## config.mk

```make
export PLATFORM = sky130hd
export DESIGN_NAME = elementwise_sequencer_flat
export DESIGN_NICKNAME = d
export VERILOG_FILES = /design/src/rtl/elementwise_sequencer_if.sv /design/src/rtl/elementwise_sequencer.sv /design/src/flat_wrapper.sv
export SDC_FILE = /design/constraint.sdc
export NUM_CORES = 1
export LEC_CHECK = 0
export ABC_AREA = 1
export BUFFER_PORTS_ARGS = -buffer_cell sky130_fd_sc_hd__buf_2
export CORE_UTILIZATION = 40
export DETAILED_ROUTE_END_ITERATION = 7
export MAX_ROUTING_LAYER = met4
export PLACE_DENSITY_LB_ADDON = 0.1
export SLEW_MARGIN = 20
export SYNTH_ARGS = -nofsm -noshare
export SYNTH_HDL_FRONTEND = slang
export SYNTH_SLANG_ARGS = --single-unit
```

## constraint.sdc

```tcl
create_clock -name clk -period 2.5 [get_ports clk]
set_input_delay 0 -clock clk [delete_from_list [all_inputs] [get_ports clk]]
set_output_delay 0 -clock clk [all_outputs]
set_load 0.02 [all_outputs]
```

## src/rtl/elementwise_sequencer_if.sv

```systemverilog
// Command, SRAM, elementwise-unit and status signals of the elementwise sequencer.
// The sequencer takes the slave side; the requester and memories sit on the master side.
interface elementwise_sequencer_if #(
  parameter int AW = 8,
  parameter int LW = 9
);
  logic          cmd_valid;
  logic          cmd_ready;
  logic [3:0]    cmd_func;
  logic [AW-1:0] cmd_src;
  logic [AW-1:0] cmd_dst;
  logic [LW-1:0] cmd_len;

  logic          rd_en;
  logic [AW-1:0] rd_addr;
  logic [31:0]   rd_data;

  logic          eu_en;
  logic [3:0]    eu_func;
  logic [31:0]   eu_in;
  logic [31:0]   eu_out;

  logic          wr_en;
  logic [AW-1:0] wr_addr;
  logic [31:0]   wr_data;

  logic          busy;
  logic          done;
  logic          err;

  modport slave (
    input  cmd_valid, cmd_func, cmd_src, cmd_dst, cmd_len, rd_data, eu_out,
    output cmd_ready, rd_en, rd_addr, eu_en, eu_func, eu_in,
           wr_en, wr_addr, wr_data, busy, done, err
  );

  modport master (
    output cmd_valid, cmd_func, cmd_src, cmd_dst, cmd_len, rd_data, eu_out,
    input  cmd_ready, rd_en, rd_addr, eu_en, eu_func, eu_in,
           wr_en, wr_addr, wr_data, busy, done, err
  );
endinterface

```

## src/rtl/elementwise_sequencer.sv

```systemverilog
// Streams accumulator words through the 1-cycle elementwise unit into the unified buffer,
// one job at a time: read -> unit -> write, one element per cycle, 3 cycles overhead per job.
module elementwise_sequencer #(
  parameter int AW = 8,
  parameter int LW = 9
) (
  input  logic                  clk,
  input  logic                  reset,
  elementwise_sequencer_if.slave bus
);

  typedef enum logic [1:0] {
    IDLE  = 2'd0,
    READ  = 2'd1,
    DRAIN = 2'd2,
    DONE  = 2'd3
  } state_e;

  localparam logic [3:0]    FUNC_PASS = 4'b0001;
  localparam logic [3:0]    FUNC_RELU = 4'b0010;
  localparam logic [LW-1:0] LEN_ONE   = LW'(1);

  state_e        state_q,  state_d;
  logic [3:0]    func_q,   func_d;
  logic [AW-1:0] src_q,    src_d;
  logic [AW-1:0] dst_q,    dst_d;
  logic [LW-1:0] len_q,    len_d;
  logic [LW-1:0] rd_idx_q, rd_idx_d;
  logic [LW-1:0] wr_idx_q, wr_idx_d;
  logic          s1_v_q,   s1_v_d;
  logic          s2_v_q,   s2_v_d;
  logic          err_q,    err_d;

  logic accept;
  logic func_ok;
  logic last_rd;
  logic last_wr;

  assign accept  = bus.cmd_valid && (state_q == IDLE);
  assign func_ok = (bus.cmd_func == FUNC_PASS) || (bus.cmd_func == FUNC_RELU);
  assign last_rd = (rd_idx_q == len_q - LEN_ONE);
  assign last_wr = (wr_idx_q == len_q - LEN_ONE);

  // NOTE: every variable gets its hold value before the case so no path leaves it unassigned (no latches).
  always_comb begin
    state_d  = state_q;
    func_d   = func_q;
    src_d    = src_q;
    dst_d    = dst_q;
    len_d    = len_q;
    rd_idx_d = rd_idx_q;
    wr_idx_d = s2_v_q ? wr_idx_q + LEN_ONE : wr_idx_q;
    err_d    = err_q;
    // Stage 1 holds the element whose read strobe was up last cycle; stage 2 follows it.
    s1_v_d   = (state_q == READ);
    s2_v_d   = s1_v_q;

    unique case (state_q)
      IDLE: begin
        if (accept) begin
          func_d   = bus.cmd_func;
          src_d    = bus.cmd_src;
          dst_d    = bus.cmd_dst;
          len_d    = bus.cmd_len;
          rd_idx_d = '0;
          wr_idx_d = '0;
          err_d    = !func_ok;
          state_d  = (func_ok && (bus.cmd_len != '0)) ? READ : DONE;
        end
      end
      READ: begin
        rd_idx_d = rd_idx_q + LEN_ONE;
        if (last_rd) state_d = DRAIN;
      end
      DRAIN: begin
        if (s2_v_q && last_wr) state_d = DONE;
      end
      DONE: begin
        state_d = IDLE;
      end
      default: state_d = IDLE;
    endcase
  end

  // NOTE: sequential state uses non-blocking assignments so every flop samples pre-edge values.
  always_ff @(posedge clk or negedge reset) begin
    if (!reset) begin
      state_q  <= IDLE;
      func_q   <= '0;
      src_q    <= '0;
      dst_q    <= '0;
      len_q    <= '0;
      rd_idx_q <= '0;
      wr_idx_q <= '0;
      s1_v_q   <= 1'b0;
      s2_v_q   <= 1'b0;
      err_q    <= 1'b0;
    end else begin
      state_q  <= state_d;
      func_q   <= func_d;
      src_q    <= src_d;
      dst_q    <= dst_d;
      len_q    <= len_d;
      rd_idx_q <= rd_idx_d;
      wr_idx_q <= wr_idx_d;
      s1_v_q   <= s1_v_d;
      s2_v_q   <= s2_v_d;
      err_q    <= err_d;
    end
  end

  // Datapath outputs are zero on bubbles so the unit and buffer never see stale operands.
  assign bus.cmd_ready = (state_q == IDLE);
  assign bus.rd_en     = (state_q == READ);
  assign bus.rd_addr   = bus.rd_en ? src_q + AW'(rd_idx_q) : '0;
  assign bus.eu_en     = s1_v_q;
  assign bus.eu_func   = (state_q != IDLE) ? func_q : '0;
  assign bus.eu_in     = s1_v_q ? bus.rd_data : '0;
  assign bus.wr_en     = s2_v_q;
  assign bus.wr_addr   = s2_v_q ? dst_q + AW'(wr_idx_q) : '0;
  assign bus.wr_data   = s2_v_q ? bus.eu_out : '0;
  assign bus.busy      = (state_q != IDLE);
  assign bus.done      = (state_q == DONE);
  assign bus.err       = (state_q == DONE) && err_q;

endmodule

```

## src/flat_wrapper.sv

```systemverilog
// flat-port wrapper written by rule: the top's interface ports become plain ports
module elementwise_sequencer_flat 
#(
  parameter int AW = 8,
  parameter int LW = 9
)
  (clk, reset, bus_cmd_valid, bus_cmd_func, bus_cmd_src, bus_cmd_dst, bus_cmd_len, bus_rd_data, bus_eu_out, bus_cmd_ready, bus_rd_en, bus_rd_addr, bus_eu_en, bus_eu_func, bus_eu_in, bus_wr_en, bus_wr_addr, bus_wr_data, bus_busy, bus_done, bus_err);
  elementwise_sequencer_if #(.AW(AW), .LW(LW)) bus_i ();
  input  logic clk;
  input  logic reset;
  input wire logic [$bits(bus_i.cmd_valid)-1:0] bus_cmd_valid;
  input wire logic [$bits(bus_i.cmd_func)-1:0] bus_cmd_func;
  input wire logic [$bits(bus_i.cmd_src)-1:0] bus_cmd_src;
  input wire logic [$bits(bus_i.cmd_dst)-1:0] bus_cmd_dst;
  input wire logic [$bits(bus_i.cmd_len)-1:0] bus_cmd_len;
  input wire logic [$bits(bus_i.rd_data)-1:0] bus_rd_data;
  input wire logic [$bits(bus_i.eu_out)-1:0] bus_eu_out;
  output wire logic [$bits(bus_i.cmd_ready)-1:0] bus_cmd_ready;
  output wire logic [$bits(bus_i.rd_en)-1:0] bus_rd_en;
  output wire logic [$bits(bus_i.rd_addr)-1:0] bus_rd_addr;
  output wire logic [$bits(bus_i.eu_en)-1:0] bus_eu_en;
  output wire logic [$bits(bus_i.eu_func)-1:0] bus_eu_func;
  output wire logic [$bits(bus_i.eu_in)-1:0] bus_eu_in;
  output wire logic [$bits(bus_i.wr_en)-1:0] bus_wr_en;
  output wire logic [$bits(bus_i.wr_addr)-1:0] bus_wr_addr;
  output wire logic [$bits(bus_i.wr_data)-1:0] bus_wr_data;
  output wire logic [$bits(bus_i.busy)-1:0] bus_busy;
  output wire logic [$bits(bus_i.done)-1:0] bus_done;
  output wire logic [$bits(bus_i.err)-1:0] bus_err;
  assign bus_i.cmd_valid = bus_cmd_valid;
  assign bus_i.cmd_func = bus_cmd_func;
  assign bus_i.cmd_src = bus_cmd_src;
  assign bus_i.cmd_dst = bus_cmd_dst;
  assign bus_i.cmd_len = bus_cmd_len;
  assign bus_i.rd_data = bus_rd_data;
  assign bus_i.eu_out = bus_eu_out;
  assign bus_cmd_ready = bus_i.cmd_ready;
  assign bus_rd_en = bus_i.rd_en;
  assign bus_rd_addr = bus_i.rd_addr;
  assign bus_eu_en = bus_i.eu_en;
  assign bus_eu_func = bus_i.eu_func;
  assign bus_eu_in = bus_i.eu_in;
  assign bus_wr_en = bus_i.wr_en;
  assign bus_wr_addr = bus_i.wr_addr;
  assign bus_wr_data = bus_i.wr_data;
  assign bus_busy = bus_i.busy;
  assign bus_done = bus_i.done;
  assign bus_err = bus_i.err;
  elementwise_sequencer #(.AW(AW), .LW(LW)) u_core (.clk(clk), .reset(reset), .bus(bus_i));
endmodule
```

==> results.yml, run 1 <==
logic_synthesis:
  yosys-top-cells-count: "nand2_1 (207), inv_1 (121), dfrtp_1 (52)"
  synthTopCellsByArea: "dfrtp_1 (33%), nand2_1 (20%), inv_1 (12%)"
  synth-seq-cells: 52
  syn_area_um2: 3920
  synthDistinctLibCells: 35
  synth_top_area_share_pct: 33.2
  synth_largest_area_cell: "dfrtp_1"
  async_reset_ff_share_pct: 100
  synth_nets: 731
  synth.avg_cell_area_um2: 6.41
  syn-instance-count: 612
  synth_flop_cell: "dfrtp_1"
  synth.most_common_cell: "nand2_1"
  yosysSeqAreaShare_pct: 33.2
  synth_edf_count: 0
  ys_warn_count: 0
clocking:
  path_clk_slew_ns: 0.09
  cts_root_buffer: "clkbuf_8"
  h-tree-depth: 2
  insertion_delay_ns: 0.31
  cts_inserted_buffers: 5
  numClockSinks: 52
  clockBufferDepth: 2
  cts_tree: "yes"
sta:
  worst_pin_slew_ns: 0.707
  fin_tns_setup_ns: 0
  fin_crit_ns: 2.31
  rsz0062_at_grt: "false"
  finalHoldViolations: 0
  slew_headroom_pct: 52.8
  setup_viol: 0
  final_max_slew_viol_count: 0
  skew_ns: 0.00493
  fmax_ghz: 0.433
  fin_crit_sh_pct: 92.3
power_and_ir_drop:
  p_leak_nw: 3.55
  total_power_mw: 5.63
  powerDensity_nw_per_um2: 1040
  vdd_drop_max_mv: 0.553
routing:
  route.detailed.drc: 0
  drt_first_pass_iters: 4
  drt_iter0_markers: 234
  vias_per_cell: 4.67
  final_antenna_net_count: 0
  vias: 4467
  routedWlPerCell_um: 12.8
  wirelength_um: 12200
setup_path:
  cp_max_fo: 4
  cp_slowest_cell: "dfrtp_2"
  r2r_cells: 11
  crit_arrival_ns: 2.31
  critPathBufInv: 2
  cp.depth: 12
  critPathLaunchType: "register"
  crit_path_start: "u_core.rd_idx_q[0]"
  slowest_delay_ns: 0.44
  rr_endpoint: "u_core.rd_idx_q[7]"
  end_kind: "output port"
  required_ns: 2.50
  cp_top_family: "adder cells"
  reg2reg_slack_ns: 0.38
  path_common_cell: "nand2_1"
  critPathKind: "register to output port"
  crit_chain: "ha_1 -> fa_2 -> nand2_1 -> inv_1 -> o21ai_1 -> nand2_1 -> nand2_1 -> nand2_1 -> a21oi_2 -> o21ai_0 -> a21oi_1 -> buf_4"
  reg2reg_from: "u_core.state_q[0]"
hold_path:
  min_from: "bus_cmd_valid"
  holdPathStages: 4
  hold_path_class: "primary input to register"
  hold-path-endpoint: "u_core.rd_idx_q[1]"
final_layout:
  multi_input_area_um2: 2090
  seq_area_um2: 1300
  n_fill_cell: 966
  drive_gt1_share_pct: 27.3
  synthToLayoutAreaGrowth_pct: 38.3
  antennaDiodeCount: 0
  final_nets: 946
placement:
  gp_congestion: 0.978
  dp_hpwl_um: 9240
  io_buffers: 186
grt:
  grt_max_degree: 53
  grt_pass1_vias: 4340
  grt_pass1_wl_um: 20300
  gr-total-overflow: 0
  antenna_found_initial: 0
  grt.total_usage_pct: 25.7
run_status:
  status: "finished clean"
floorplan:
  chipWidth_um: 101
  pin_count: 187
  initial_core_util_pct: 41.8
  die_height_um: 101
  dieArea_um2: 10200
  core-area_um2: 9370
  num_rows: 35
run:
  cap_viol_max_count: 0
## per-layer routing
metal	track usage, %	share of wire [%]
met1	32.2	45
met2	42.8	48
met3	4.16	4.7
met4	7.36	2.0
met5	-	0
## layout make-up
cell class              count  share of cell area [%]
clock inverters             1                   0.138
multi-input cells         418                    38.5
repair buffers            225                    24.0
flip-flops and latches     52                    24.0
inverters                 125                    8.68
well taps                 129                    2.98
clock buffers               7                    1.59
## cell usage in the layout, fill, tap and decap left out, types with 3 or more instances in the layout
cell type        n
buf_4           11
inv_2            3
dfrtp_1         50
a21oi_2          3
nand4_1          3
inv_1          121
o21ai_0         35
ha_1            21
nand3_1         39
a21oi_1         29
dlygate4sd3_1   30
nor3b_1          3
nand2_1        207
nor2_2           3
clkbuf_8         6
nor3_1          11
buf_2          184
nor2_1          36
## flip-flops by register name (all words and copies together), names as in the netlist
signal,flops
u_core.len_q,9
u_core.state_q,2
u_core.wr_idx_q,9
u_core.dst_q,8
u_core.err_q,1
u_core.rd_idx_q,9
u_core.bus.wr_en,1
u_core.bus.eu_en,1
u_core.src_q,8
u_core.func_q,4
## worst max path at each step
stage / end / slack (ns)
2_1_floorplan: bus_rd_addr[6] / 0.50
3_3_place_gp: u_core.rd_idx_q[7] / 0.47
3_5_place_dp: bus_rd_addr[6] / 0.39
4_1_cts: bus_rd_addr[6] / 0.01
5_1_grt: bus_rd_addr[6] / 0.04
6_report: bus_rd_addr[6] / 0.19
## cell families after synthesis
kind of cell	Yosys count	synth area share, %
simple gates	315	34.1
xor+xnor	4	0.894
flops	52	33.2
compound gates	76	10.2
buf+inv	142	13.9
fa+ha+maj	23	7.72
## report_power, final
| group | switching, mW | internal (mW) |
|---|---|---|
| logic | 2.32 | 1.24 |
| clock network | 0.290 | 0.226 |
| registers | 0.385 | 1.16 |
| total | 3.00 | 2.63 |
## stage by stage
step | cells | cell area (um2) | hold slack (ns) | setup WS, ns | util, %
after floorplan | 612 | 3920 | -0.296 | 0.499 | -
after global placement | 916 | 4980 | 0.168 | 0.466 | 53.2
after detailed placement | 916 | 4980 | 0.173 | 0.386 | 53.2
after CTS | 954 | 5380 | 0.148 | 0.0102 | 57.4
after global routing | 957 | 5420 | 0.181 | 0.0381 | 57.9
final | 957 | 5420 | 0.161 | 0.191 | 57.9
## worst reg2reg max path: stages, from the launching register on
cell and delay, ns:
dfrtp_1 0.43, inv_1 0.10, ha_1 0.46, nand2_4 0.08, clkinv_2 0.07, a21oi_2 0.05
inv_1 0.14, nand3_1 0.11, nor3b_1 0.27, nand2_1 0.11, o22ai_1 0.13, a21oi_1 0.06
## timing repair
action,in CTS,in global routing
hold buffers,30,0
hold endpoints to repair,81,0
endpoints found under the setup margin,0,2
buffers inserted,0,3
resized for setup,0,10
(Power assumes the default switching activity.)
==> run 2: changes to the inputs <==
--- a/config.mk
+++ b/config.mk
@@ -7,6 +7,7 @@
 export LEC_CHECK = 0
 export ABC_AREA = 1
 export BUFFER_PORTS_ARGS = -buffer_cell sky130_fd_sc_hd__buf_2
+export CAP_MARGIN = 20
 export CORE_UTILIZATION = 40
 export DETAILED_ROUTE_END_ITERATION = 7
 export MAX_ROUTING_LAYER = met4
==> constraint.sdc (replaced) <==
create_clock -name clk -period 2.5 [get_ports clk]
set_input_delay 0.25 -clock clk [delete_from_list [all_inputs] [get_ports clk]]
set_output_delay 0.25 -clock clk [all_outputs]
set_load 0.02 [all_outputs]
==> results.yml, run 2 (synthesis results as in run 1) <==
floorplan:
  num_rows: 35
  pin_count: 187
  initial_core_util_pct: 41.8
  chipWidth_um: 101
  dieArea_um2: 10200
  die_height_um: 101
  core-area_um2: 9370
power_and_ir_drop:
  powerDensity_nw_per_um2: 1080
  vdd_drop_max_mv: 0.457
  p_leak_nw: 3.44
sta:
  final_max_slew_viol_count: 0
  fin_crit_ns: 2.49
  fin_ws_ns: 0.0101
  finalHoldViolations: 0
  skew_ns: 0.00508
  whs_ns: 0.126
  fmax_ghz: 0.402
  fin_tns_setup_ns: 0
  fin_crit_sh_pct: 99.6
  rsz0062_at_grt: "true"
  slew_headroom_pct: 59.3
  setup_viol: 0
  worst_pin_slew_ns: 0.610
placement:
  gp_congestion: 0.908
  io_buffers: 186
  pre_cts_ws_ns: 0.179
  dp_hpwl_um: 9290
final_layout:
  utilization_pct: 55.0
  final_cell_mix: "nand2_1 (204), buf_2 (184), inv_1 (119), dfrtp_1 (52), nand3_1 (39)"
  reg.largest.list: "u_core.len_q x9, u_core.rd_idx_q x9, u_core.wr_idx_q x9"
  final_common_cell: "nand2_1"
  synthToLayoutAreaGrowth_pct: 31.6
  final_nets: 918
  n_fill_cell: 1016
  drive_gt1_share_pct: 29.4
grt:
  grt.busiest_layer: "met2"
  gr-total-overflow: 0
  antenna_found_initial: 1
  grt.total_usage_pct: 24.4
  grt_pass1_vias: 4158
  use_met3_pct: 4.02
  use_met2_pct: 42.4
  gr-usage-met1_pct: 29.8
  grt_pass1_wl_um: 19200
  grt_max_degree: 42
setup_path:
  crit_arrival_ns: 2.24
  end_kind: "output port"
  cp_max_fo: 3
  required_ns: 2.25
  critPathLaunchType: "register"
  critPathKind: "register to output port"
clocking:
  numClockSinks: 52
  cts_tree: "yes"
  insertion_delay_ns: 0.31
  cts_inserted_buffers: 5
  path_clk_slew_ns: 0.10
  clockBufferDepth: 2
  h-tree-depth: 2
  cts_root_buffer: "clkbuf_8"
routing:
  drt_iter0_markers: 124
  route.detailed.drc: 0
  vias: 4327
  drt_first_pass_iters: 4
  wirelength_um: 11800
  vias_per_cell: 4.65
  final_antenna_net_count: 0
  routedWlPerCell_um: 12.6
hold_path:
  hold_path_class: "primary input to register"
run:
  cap_viol_max_count: 0
run_status:
  status: "finished clean"
-- run 2: area by class of cell --
type                       instances  area, um2  share of cell area, %
sequential                        52       1300                   25.2
clock buffer                       6       82.6                   1.60
clock inverter                     2       10.0                  0.194
tap                              129        161                   3.13
inverter                         125        470                   9.12
multi-input combinational        418       2110                   40.9
timing repair buffer             197       1020                   19.8
antenna                            1       2.50                 0.0485
-- run 2: critical path, cell delays in order (launching register included) --
cell,delay [ns]
dfrtp_1,0.40
ha_2,0.20
fa_2,0.37
nand2_2,0.08
inv_2,0.04
o21ai_2,0.13
nand2_2,0.07
nand2_1,0.06
nand2_1,0.07
a21oi_2,0.16
o21ai_1,0.08
a21oi_1,0.13
buf_4,0.15
-- run 2: path summary, 6_finish.rpt --
path,from,endpoint,slack [ns],cells past startpoint
worst min-delay path,bus_cmd_src[1],u_core.src_q[1],0.13,3
worst max-delay path,u_core.dst_q[0],bus_wr_addr[6],0.01,12
min in group asynchronous,reset,u_core.dst_q[6],0.48,2
worst min register to register,u_core.dst_q[4],u_core.dst_q[4],0.50,2
max in group asynchronous,reset,u_core.rd_idx_q[2],1.38,3
worst max register to register,u_core.state_q[1],u_core.rd_idx_q[7],0.38,11
-- run 2: layer usage --
layer | share of wire, % | wire length [um] | up-vias
met3 | 3.9 | 463 | 10
met2 | 49 | 5810 | 113
met5 | 0 | 0 | -
met1 | 45 | 5340 | 1948
met4 | 1.2 | 136 | 0
li1 | - | - | 2256
-- run 2: timing repair --
action,in CTS,in global routing
buffers inserted,2,0
endpoints found under the hold margin,24,0
hold buffers,1,0
resized for setup,7,12
pin swaps,2,7
endpoints found under the setup margin,2,4
-- run 2: power breakdown --
group	leakage [nW]	switching (mW)	internal, mW
registers	0.665	0.316	1.16
clock network	0.0510	0.285	0.222
logic	2.72	2.38	1.23
total	3.44	2.98	2.61
-- run 2: stage by stage --
step	cell area, um2	cells	power (mW)
2_1_floorplan	3920	612	3.95
3_3_place_gp	5000	918	4.94
3_5_place_dp	5000	918	5.01
4_1_cts	5130	929	5.57
5_1_grt	5160	930	6.16
6_report	5160	930	5.59
==> run 3: changes to the inputs <==
--- a/config.mk
+++ b/config.mk
@@ -8,10 +8,12 @@
 export ABC_AREA = 1
 export BUFFER_PORTS_ARGS = -buffer_cell sky130_fd_sc_hd__buf_2
 export CAP_MARGIN = 20
+export CORE_MARGIN = 4
 export CORE_UTILIZATION = 40
 export DETAILED_ROUTE_END_ITERATION = 7
 export MAX_ROUTING_LAYER = met4
 export PLACE_DENSITY_LB_ADDON = 0.1
+export SETUP_SLACK_MARGIN = 0.02
 export SLEW_MARGIN = 20
 export SYNTH_ARGS = -nofsm -noshare
 export SYNTH_HDL_FRONTEND = slang
==> results.yml, run 3 (synthesis results as in run 1) <==
clocking:
  numClockSinks: 52
  cts_inserted_buffers: 5
  cts_tree: "yes"
  h-tree-depth: 2
  cts_root_buffer: "clkbuf_8"
  path_clk_slew_ns: 0.10
  clockBufferDepth: 2
  insertion_delay_ns: 0.31
sta:
  skew_ns: 0.00631
  setup_viol: 0
  fin_tns_setup_ns: 0
  fin_crit_sh_pct: 97.8
  finalHoldViolations: 0
  fin_crit_ns: 2.45
  rsz0062_at_grt: "true"
  fmax_ghz: 0.409
  final_max_slew_viol_count: 0
  worst_pin_slew_ns: 0.731
  slew_headroom_pct: 51.3
final_layout:
  final_cell_mix: "nand2_1 (206), buf_2 (184), inv_1 (120), dfrtp_1 (50), nand3_1 (39)"
  stdcell_area_um2: 5180
  reg.largest.list: "u_core.len_q x9, u_core.rd_idx_q x9, u_core.wr_idx_q x9"
  antennaDiodeCount: 0
  final_nets: 921
  final_common_cell: "nand2_1"
  drive_gt1_share_pct: 29.4
  synthToLayoutAreaGrowth_pct: 32.3
routing:
  vias_per_cell: 4.72
  routedWlPerCell_um: 13.6
  routed.top_layer: "met4"
  wirelength_um: 12700
  drt_first_pass_iters: 4
  wl_met1_um: 5150
  vias: 4397
  wl_met2_um: 6550
  final_antenna_net_count: 0
  wl_met3_um: 735
  drt_iter0_markers: 219
  route.detailed.drc: 0
setup_path:
  crit_chain: "ha_2 -> fa_2 -> nand2_1 -> inv_1 -> o21ai_1 -> nand2_1 -> nand2_1 -> nand2_1 -> a21oi_2 -> o21ai_1 -> a21oi_1 -> buf_4"
  r2r_cells: 11
  reg2reg_slack_ns: 0.46
  cp_max_fo: 3
  cp_slowest_cell: "dfrtp_1"
  reg2reg_from: "u_core.state_q[0]"
  end_kind: "output port"
  critPathKind: "register to output port"
  slowest_delay_ns: 0.41
  critPathLaunchType: "register"
  crit_arrival_ns: 2.20
  path_common_cell: "nand2_1"
  required_ns: 2.25
  rr_endpoint: "u_core.rd_idx_q[7]"
grt:
  grt_pass1_vias: 4252
  grt.total_usage_pct: 22.4
  grt_pass1_wl_um: 20100
  antenna_found_initial: 0
  grt_max_degree: 53
  gr-total-overflow: 0
floorplan:
  die_height_um: 107
  core-area_um2: 9370
  chipWidth_um: 107
  initial_core_util_pct: 41.8
  num_rows: 35
  dieArea_um2: 11400
  pin_count: 187
hold_path:
  min_from: "bus_cmd_src[6]"
  holdPathStages: 3
  hold-path-endpoint: "u_core.src_q[6]"
  hold_path_class: "primary input to register"
power_and_ir_drop:
  vdd_drop_max_mv: 0.435
  total_power_mw: 5.62
  powerDensity_nw_per_um2: 1080
  p_leak_nw: 3.44
placement:
  dp_hpwl_um: 10300
  gp_congestion: 0.904
  io_buffers: 186
  dpl_cell_area_um2: 5000
run_status:
  status: "finished clean"
run:
  cap_viol_max_count: 0
## run 3: cell types whose count changed in the layout (fill, tap and decap cells not counted), sizes merged
cell      delta
diode        -1
clkinvlp     +1
clkinv       -1
buf          +3
clkbuf       -1
## run 3: worst max-delay path: cells and delay by family, from the launching register on
family	cells	cell delay [ns]
adders and majority gates	2	0.54
AOI/OAI and AO/OA	4	0.47
DFF	1	0.41
and+or+nand+nor	4	0.27
buffers and inverters	2	0.20
## run 3: power by group
part           switching [mW]  internal (mW)  leakage [nW]
clock                   0.290          0.191        0.0400
combinational            2.33           1.27          2.74
sequential              0.379           1.16         0.662
## run 3: layout make-up
type | count | area (um2)
multi-input cells | 418 | 2110
clock inverters | 2 | 12.5
flip-flops and latches | 52 | 1300
well taps | 129 | 161
fillers | 976 | 4190
clock buffers | 5 | 68.8
repair buffers | 200 | 1060
inverters | 125 | 470
## run 3: worst max path at each step
stage	slack [ns]	cells after the start	startpoint	end
floorplan	0.25	11	u_core.rd_idx_q[0]	bus_rd_addr[6]
global placement	0.20	12	u_core.wr_idx_q[0]	bus_wr_addr[6]
detailed placement	0.16	12	u_core.wr_idx_q[0]	bus_wr_addr[6]
CTS	0.02	12	u_core.wr_idx_q[0]	bus_wr_addr[6]
global route	-0.1	12	u_core.src_q[0]	bus_rd_addr[6]
finish	0.05	12	u_core.wr_idx_q[0]	bus_wr_addr[6]
## run 3: what timing repair did
| item | CTS | global route |
|---|---|---|
| endpoints found under the hold margin | 52 | 0 |
| hold buffers | 1 | 0 |
| pin swaps | 2 | 6 |
| buffers inserted | 1 | 5 |
| setup endpoints to repair | 2 | 3 |
| gates resized for setup | 10 | 8 |
| gates cloned | 0 | 0 |
## run 3: routing by layer
layer  track usage [%]  vias up
met2              39.1      136
met5                 -        -
met3              4.15       15
li1                  -     2261
met4              5.84        0
met1              26.7     1985
## run 3: per-stage QoR
stage / worst slack [ns] / utilization, % / hold WS [ns] / cells
detailed placement: 0.164 / 53.4 / 0.270 / 917
CTS: 0.0164 / 54.7 / 0.123 / 926
floorplan: 0.249 / - / -0.0456 / 612
global route: -0.0972 / 55.3 / 0.125 / 931
finish: 0.0539 / 55.3 / 0.126 / 931
global placement: 0.201 / 53.4 / 0.269 / 917
